--- src/rtl/mem_access_unit.sv ---
// Load/store engine: one op at a time on a 64-bit valid/ack data bus, aligns stores, extends loads.
// Latency: accept -> bus request next cycle -> resp_valid the cycle after ack; stall holds the pipe until then.
module mem_access_unit #(
  parameter int XLEN   = 64,
  parameter int ADDR_W = 64
) (
  input  logic                clk,
  input  logic                rst,
  input  logic                req_valid,
  input  logic                req_write,
  input  logic [1:0]          req_size,
  input  logic                req_unsigned,
  input  logic [ADDR_W-1:0]   req_addr,
  input  logic [XLEN-1:0]     req_wdata,
  output logic                req_ready,
  output logic                stall,
  output logic                resp_valid,
  output logic [XLEN-1:0]     resp_data,
  output logic                resp_misalign,
  output logic                dreq_valid,
  output logic                dreq_write,
  output logic [ADDR_W-1:0]   dreq_addr,
  output logic [XLEN/8-1:0]   dreq_strobe,
  output logic [XLEN-1:0]     dreq_data,
  input  logic                dresp_valid,
  input  logic [XLEN-1:0]     dresp_data
);

  localparam int NB    = XLEN / 8;
  localparam int OFF_W = $clog2(NB);

  typedef enum logic [1:0] {IDLE, WAIT, DONE} state_t;

  state_t             state_q, state_d;
  logic [1:0]         size_q, size_d;
  logic               uns_q, uns_d;
  logic [OFF_W-1:0]   off_q, off_d;
  logic               dreq_valid_q, dreq_valid_d;
  logic               dreq_write_q, dreq_write_d;
  logic [ADDR_W-1:0]  dreq_addr_q, dreq_addr_d;
  logic [NB-1:0]      dreq_strobe_q, dreq_strobe_d;
  logic [XLEN-1:0]    dreq_data_q, dreq_data_d;
  logic               resp_valid_q, resp_valid_d;
  logic               resp_misalign_q, resp_misalign_d;
  logic [XLEN-1:0]    resp_data_q, resp_data_d;

  logic [OFF_W-1:0]   req_off;
  logic               misalign;
  logic [NB-1:0]      lanes;
  logic [XLEN-1:0]    raw;
  logic [XLEN-1:0]    load_ext;

  assign req_off = req_addr[OFF_W-1:0];

  always_comb begin
    misalign = 1'b0;
    case (req_size)
      2'd0:    misalign = 1'b0;
      2'd1:    misalign = req_addr[0];
      2'd2:    misalign = |req_addr[1:0];
      default: misalign = |req_addr[2:0];
    endcase
  end

  // Contiguous run of (1 << size) lane enables starting at lane 0
  always_comb begin
    lanes = '0;
    for (int i = 0; i < NB; i++) begin
      lanes[i] = (i < (1 << req_size));
    end
  end

  always_comb begin
    raw      = dresp_data >> {off_q, 3'b000};
    load_ext = raw;
    case (size_q)
      2'd0:    load_ext = uns_q ? {{(XLEN-8){1'b0}},  raw[7:0]}
                                : {{(XLEN-8){raw[7]}}, raw[7:0]};
      2'd1:    load_ext = uns_q ? {{(XLEN-16){1'b0}},   raw[15:0]}
                                : {{(XLEN-16){raw[15]}}, raw[15:0]};
      2'd2:    load_ext = uns_q ? {{(XLEN-32){1'b0}},   raw[31:0]}
                                : {{(XLEN-32){raw[31]}}, raw[31:0]};
      default: load_ext = raw;
    endcase
  end

  always_comb begin
    state_d         = state_q;
    size_d          = size_q;
    uns_d           = uns_q;
    off_d           = off_q;
    dreq_valid_d    = dreq_valid_q;
    dreq_write_d    = dreq_write_q;
    dreq_addr_d     = dreq_addr_q;
    dreq_strobe_d   = dreq_strobe_q;
    dreq_data_d     = dreq_data_q;
    resp_valid_d    = resp_valid_q;
    resp_misalign_d = resp_misalign_q;
    resp_data_d     = resp_data_q;
    case (state_q)
      IDLE: begin
        if (req_valid) begin
          if (misalign) begin
            state_d         = DONE;
            resp_valid_d    = 1'b1;
            resp_misalign_d = 1'b1;
            resp_data_d     = '0;
          end else begin
            state_d       = WAIT;
            size_d        = req_size;
            uns_d         = req_unsigned;
            off_d         = req_off;
            dreq_valid_d  = 1'b1;
            dreq_write_d  = req_write;
            dreq_addr_d   = {req_addr[ADDR_W-1:OFF_W], {OFF_W{1'b0}}};
            dreq_strobe_d = req_write ? (lanes << req_off) : '0;
            dreq_data_d   = req_write ? (req_wdata << {req_off, 3'b000}) : '0;
          end
        end
      end
      WAIT: begin
        if (dresp_valid) begin
          state_d         = DONE;
          dreq_valid_d    = 1'b0;
          resp_valid_d    = 1'b1;
          resp_misalign_d = 1'b0;
          resp_data_d     = dreq_write_q ? '0 : load_ext;
        end
      end
      default: begin
        state_d         = IDLE;
        resp_valid_d    = 1'b0;
        resp_misalign_d = 1'b0;
        resp_data_d     = '0;
      end
    endcase
  end

  always_ff @(posedge clk or negedge rst) begin
    if (!rst) begin
      state_q         <= IDLE;
      size_q          <= '0;
      uns_q           <= 1'b0;
      off_q           <= '0;
      dreq_valid_q    <= 1'b0;
      dreq_write_q    <= 1'b0;
      dreq_addr_q     <= '0;
      dreq_strobe_q   <= '0;
      dreq_data_q     <= '0;
      resp_valid_q    <= 1'b0;
      resp_misalign_q <= 1'b0;
      resp_data_q     <= '0;
    end else begin
      state_q         <= state_d;
      size_q          <= size_d;
      uns_q           <= uns_d;
      off_q           <= off_d;
      dreq_valid_q    <= dreq_valid_d;
      dreq_write_q    <= dreq_write_d;
      dreq_addr_q     <= dreq_addr_d;
      dreq_strobe_q   <= dreq_strobe_d;
      dreq_data_q     <= dreq_data_d;
      resp_valid_q    <= resp_valid_d;
      resp_misalign_q <= resp_misalign_d;
      resp_data_q     <= resp_data_d;
    end
  end

  assign req_ready     = (state_q == IDLE);
  // Low in DONE so the stage advances in the same cycle the result appears
  assign stall         = ((state_q == IDLE) && req_valid) || (state_q == WAIT);
  assign resp_valid    = resp_valid_q;
  assign resp_data     = resp_data_q;
  assign resp_misalign = resp_misalign_q;
  assign dreq_valid    = dreq_valid_q;
  assign dreq_write    = dreq_write_q;
  assign dreq_addr     = dreq_addr_q;
  assign dreq_strobe   = dreq_strobe_q;
  assign dreq_data     = dreq_data_q;

endmodule

--- config.mk ---
export PLATFORM = sky130hd
export DESIGN_NAME = mem_access_unit
export DESIGN_NICKNAME = d
export VERILOG_FILES = /design/src/rtl/mem_access_unit.sv
export SDC_FILE = /design/constraint.sdc
export NUM_CORES = 1
export LEC_CHECK = 0
export CAP_MARGIN = 25
export CORE_ASPECT_RATIO = 0.7
export CORE_MARGIN = 2
export CORE_UTILIZATION = 42
export DETAILED_ROUTE_END_ITERATION = 10
export PLACE_DENSITY_LB_ADDON = 0.05
export SETUP_SLACK_MARGIN = 0.1
export SLEW_MARGIN = 40
export SYNTH_ARGS = -nofsm -noshare
export SYNTH_HDL_FRONTEND = slang
export SYNTH_SLANG_ARGS = --single-unit
--- constraint.sdc ---
create_clock -name clk -period 1.95 [get_ports clk]
set_input_delay 0.39 -clock clk [delete_from_list [all_inputs] [get_ports clk]]
set_output_delay 0.39 -clock clk [all_outputs]
set_load 0.02 [all_outputs]
==> metrics.md <==
| Metric | Value |
|---|---|
| Status | `finished with violations` |
| Failing checks | `setup timing` |
| Die height | `142 µm` |
| Critical-path top delay cell | `or4_4` |
| Count leader, synth | `dfrtp_1` |
| Post-layout min period | `2060 ps` |
| Sw Ratio | `38.8%` |
| Warnings, synthesis | `0` |
| Largest net degree at the start of global routing | `45` |
| Top FF cell, synth | `dfrtp_1` |
| First-pass DRT Iterations | `5` |
| Worst setup margin | `-105 ps` |
| Adder-cell share of the synthesized area | `0%` |
| IO Count | `406` |
| Yosys cell types | `54` |
| Post-synth ARST share | `100%` |
| Total Power | `21.6 mW` |
| WL final | `46.9 mm` |
| Pint | `13.2 mW` |
| Mean Syn Cell Area | `11.2 µm²` |
| Slew HR | `66.2%` |
| Post-Synth XOR/XNOR Area | `0%` |
| Per-cell routed wire length | `23.8 µm` |
| Global route overflow | `0` |
| IO Port Bufs | `402` |
| Cells after DPL | `1900` |
| Synth Area in Compound Gates | `17.6%` |
| CP most frequent cell | `buf_6` |
| Row count | `50` |
| Number of synthesized flops with an enable pin | `0` |
| Layout fillers | `2080` |
| Worst EP arrival | `2510 ps` |
| Final hold viol count | `0` |
| Final slew viol count | `0` |
| Core Box Area | `26800 µm²` |
| Clk sinks | `209` |
| Top post-synthesis cells by count | `dfrtp_1 (209), nor2_1 (91), mux2_2 (85), mux2i_1 (70), nand2_1 (69)` |
| CTS tree | `done` |
| RSZ-0062 raised after global routing | `yes` |
| Area Growth Syn to Fin | `61.3%` |
| Top achievable clock speed | `487 MHz` |
| Starting DRT DRC Count | `959` |
| Via Count | `11100` |
| Critical path type | `reg -> reg` |
| GRT Resource Usage Total | `32.2%` |
| Main combinational cell family by area after synthesis | `multiplexers` |
| Post-Synth Simple-Gate Area | `8.00%` |
| Worst hold path class | `in -> reg` |
| #FFs+latches synth | `209` |
| VDD IR max | `0.000742 V` |
| Post-detail-place hpwl | `35.5 mm` |
| Final net count | `1789` |
| Multiplexer share of the synthesized area | `24.2%` |
| Final Non-Filler Cells | `1971` |
| Area leader, netlist | `dfrtp_1` |
| Crit-path cells | `buf_6, mux2_4, o22ai_2, or4_4, o211ai_4, buf_6, clkbuf_16, a22o_1` |
| CTS Root Cell | `clkbuf_16` |
| Die Width | `202 µm` |
| Clock power share | `19.8%` |
| Pwr/cell area | `1170 nW/µm²` |
| Critical Path Sink Type | `register` |
| Critical path startpoint category | `register` |
| GPL Wtd Cong | `1.02` |
| Setup violations, final | `55` |
| R2r worst-path depth | `8` |
| Combinational fraction of design power | `51.8%` |
| Layout cells sized above 1 | `30.0%` |
| Gate Count Post-Synth | `1030` |
| Area share of the largest cell type after synthesis | `45.5%` |
| DIE AREA | `28700 µm²` |
| H-tree Lvls | `1` |
| Top cells by area, synth | `dfrtp_1 (46%), mux4_2 (9.8%), mux2_2 (8.3%)` |
| Final Cycle Share | `105%` |
| Leakage power | `8.82 nW` |
| First-pass GRT wire length | `69.8 mm` |
| Drt drc | `0` |
| Crit path max fanout | `6` |
| Layout Skew | `16.4 ps` |
| Clock Latency Late Sink | `520 ps` |
| Worst-Margin Slew | `493 ps` |
| Max_cap viols | `0` |
| CTS Buffer Depth | `3` |
| Initial core utilization | `42.8%` |
| P_sw | `8.38 mW` |
| Num CTS Buffers | `22` |
| CP max stage delay | `540 ps` |
| Vias per cell | `5.62` |
| Final ANT Viol Nets | `0` |
| Initial antenna violation count | `5` |
| Internal reg-to-reg setup slack | `-110 ps` |
| Register area share after synthesis | `45.5%` |
| CP required | `2410 ps` |
| Reg power frac | `28.4%` |
| WHS Path Cells | `3` |
| Vias in the first global route | `11000` |
| Reg clk slew, reported paths | `60 ps` |
| Mapped Area | `11500 µm²` |
worst paths after layout:
check,startpoint,endpoint
setup / recovery,off_q[0],resp_data[40]
setup reg to reg,off_q[0],resp_data[40]
hold reg to reg,dreq_strobe[7],dreq_strobe[7]
max in group asynchronous,rst,dreq_addr[41]
min in group asynchronous,rst,resp_data[11]
hold / removal,req_addr[0],dreq_strobe[2]
worst max-delay path: cells and delay by family, from the launching register on:
kind | cells | cell delay, ps
flip-flops | 1 | 470
AO/OA/AOI/OAI | 3 | 330
buffers and inverters | 3 | 460
AND/OR/NAND/NOR | 1 | 540
multiplexers | 1 | 210
cells by family after synthesis:
logic type | after synthesis
compound gates | 293
simple gates | 210
flops | 209
mux | 205
buf+inv | 112
other cells | 1
power groups by stage:
stage / registers [mW] / clock network, mW / logic [mW]
after floorplan: 7.38 / 0 / 4.02
after global placement: 6.20 / 0 / 10.2
after detailed placement: 6.23 / 0 / 10.3
after global routing: 6.27 / 4.54 / 11.8
final: 6.12 / 4.28 / 11.2
after CTS: 6.13 / 4.35 / 10.8
flip-flops by register name, indices dropped and copies added (netlist names), 2 cells and up:
register and count:
off_q 3, state_q 2, dreq_strobe 8, dreq_data 64, resp_data 64, size_q 2, dreq_addr 61
layer usage:
layer | vias up | part of all wire [%] | GRT usage, %
met5 | - | 0 | 2.38
met1 | 5440 | 44 | 46.2
met3 | 60 | 12 | 11.3
li1 | 4991 | - | -
met4 | 0 | 2.2 | 7.16
met2 | 594 | 42 | 46.6
through the flow:
step	hold WS, ps	TNS [ps]	utilization (%)	worst slack (ps)	area, µm²
after global placement	290	-57720	64.3	-464	17300
after detailed placement	291	-65520	64.3	-559	17300
after floorplan	94.4	0	-	61.5	11600
after global routing	356	-5330	69.0	-134	18500
after CTS	328	-1370	68.3	-54.3	18300
final	340	-3430	69.0	-105	18500
repair_timing:
item                       in CTS  in global routing
hold endpoints to repair       24                  0
gates cloned                    5                  2
setup endpoints to repair     270                 74
gates resized for setup       291                 41
hold buffers                    1                  0
pin swaps                      37                 39
buffers inserted               20                  6
final cells by class:
class | count | area (µm²) | share of cell area [%]
timing repair buffer | 630 | 5930 | 32.0
clock inverter | 7 | 121 | 0.655
antenna | 6 | 15.0 | 0.0810
multi-input combinational | 712 | 6120 | 33.0
clock buffer | 29 | 597 | 3.22
inverter | 14 | 52.6 | 0.284
tap | 364 | 455 | 2.46
sequential | 209 | 5240 | 28.3
cells in the final DEF (no fill, tap or decap), types with 5 or more instances in the layout:
cell	instances
a221o_1	7
a221oi_2	5
diode_2	6
nand3_1	6
nor2b_1	10
nor2_1	87
a21oi_1	42
buf_12	24
mux4_2	50
mux2i_1	69
buf_6	20
a22o_1	68
a211oi_2	5
o21ai_0	41
o21ai_1	21
dfrtp_1	204
o21ai_2	14
dlygate4sd2_1	201
clkbuf_16	24
a22oi_2	8
a211oi_1	14
inv_1	14
dfrtp_2	5
mux2_4	5
o22ai_1	12
clkdlybuf4s50_1	194
nand2_1	68
buf_4	179
nor3_1	11
a21oi_2	10
mux2_2	80
a22oi_1	5
clkbuf_1	5
Power figures use the tool's default switching activity.
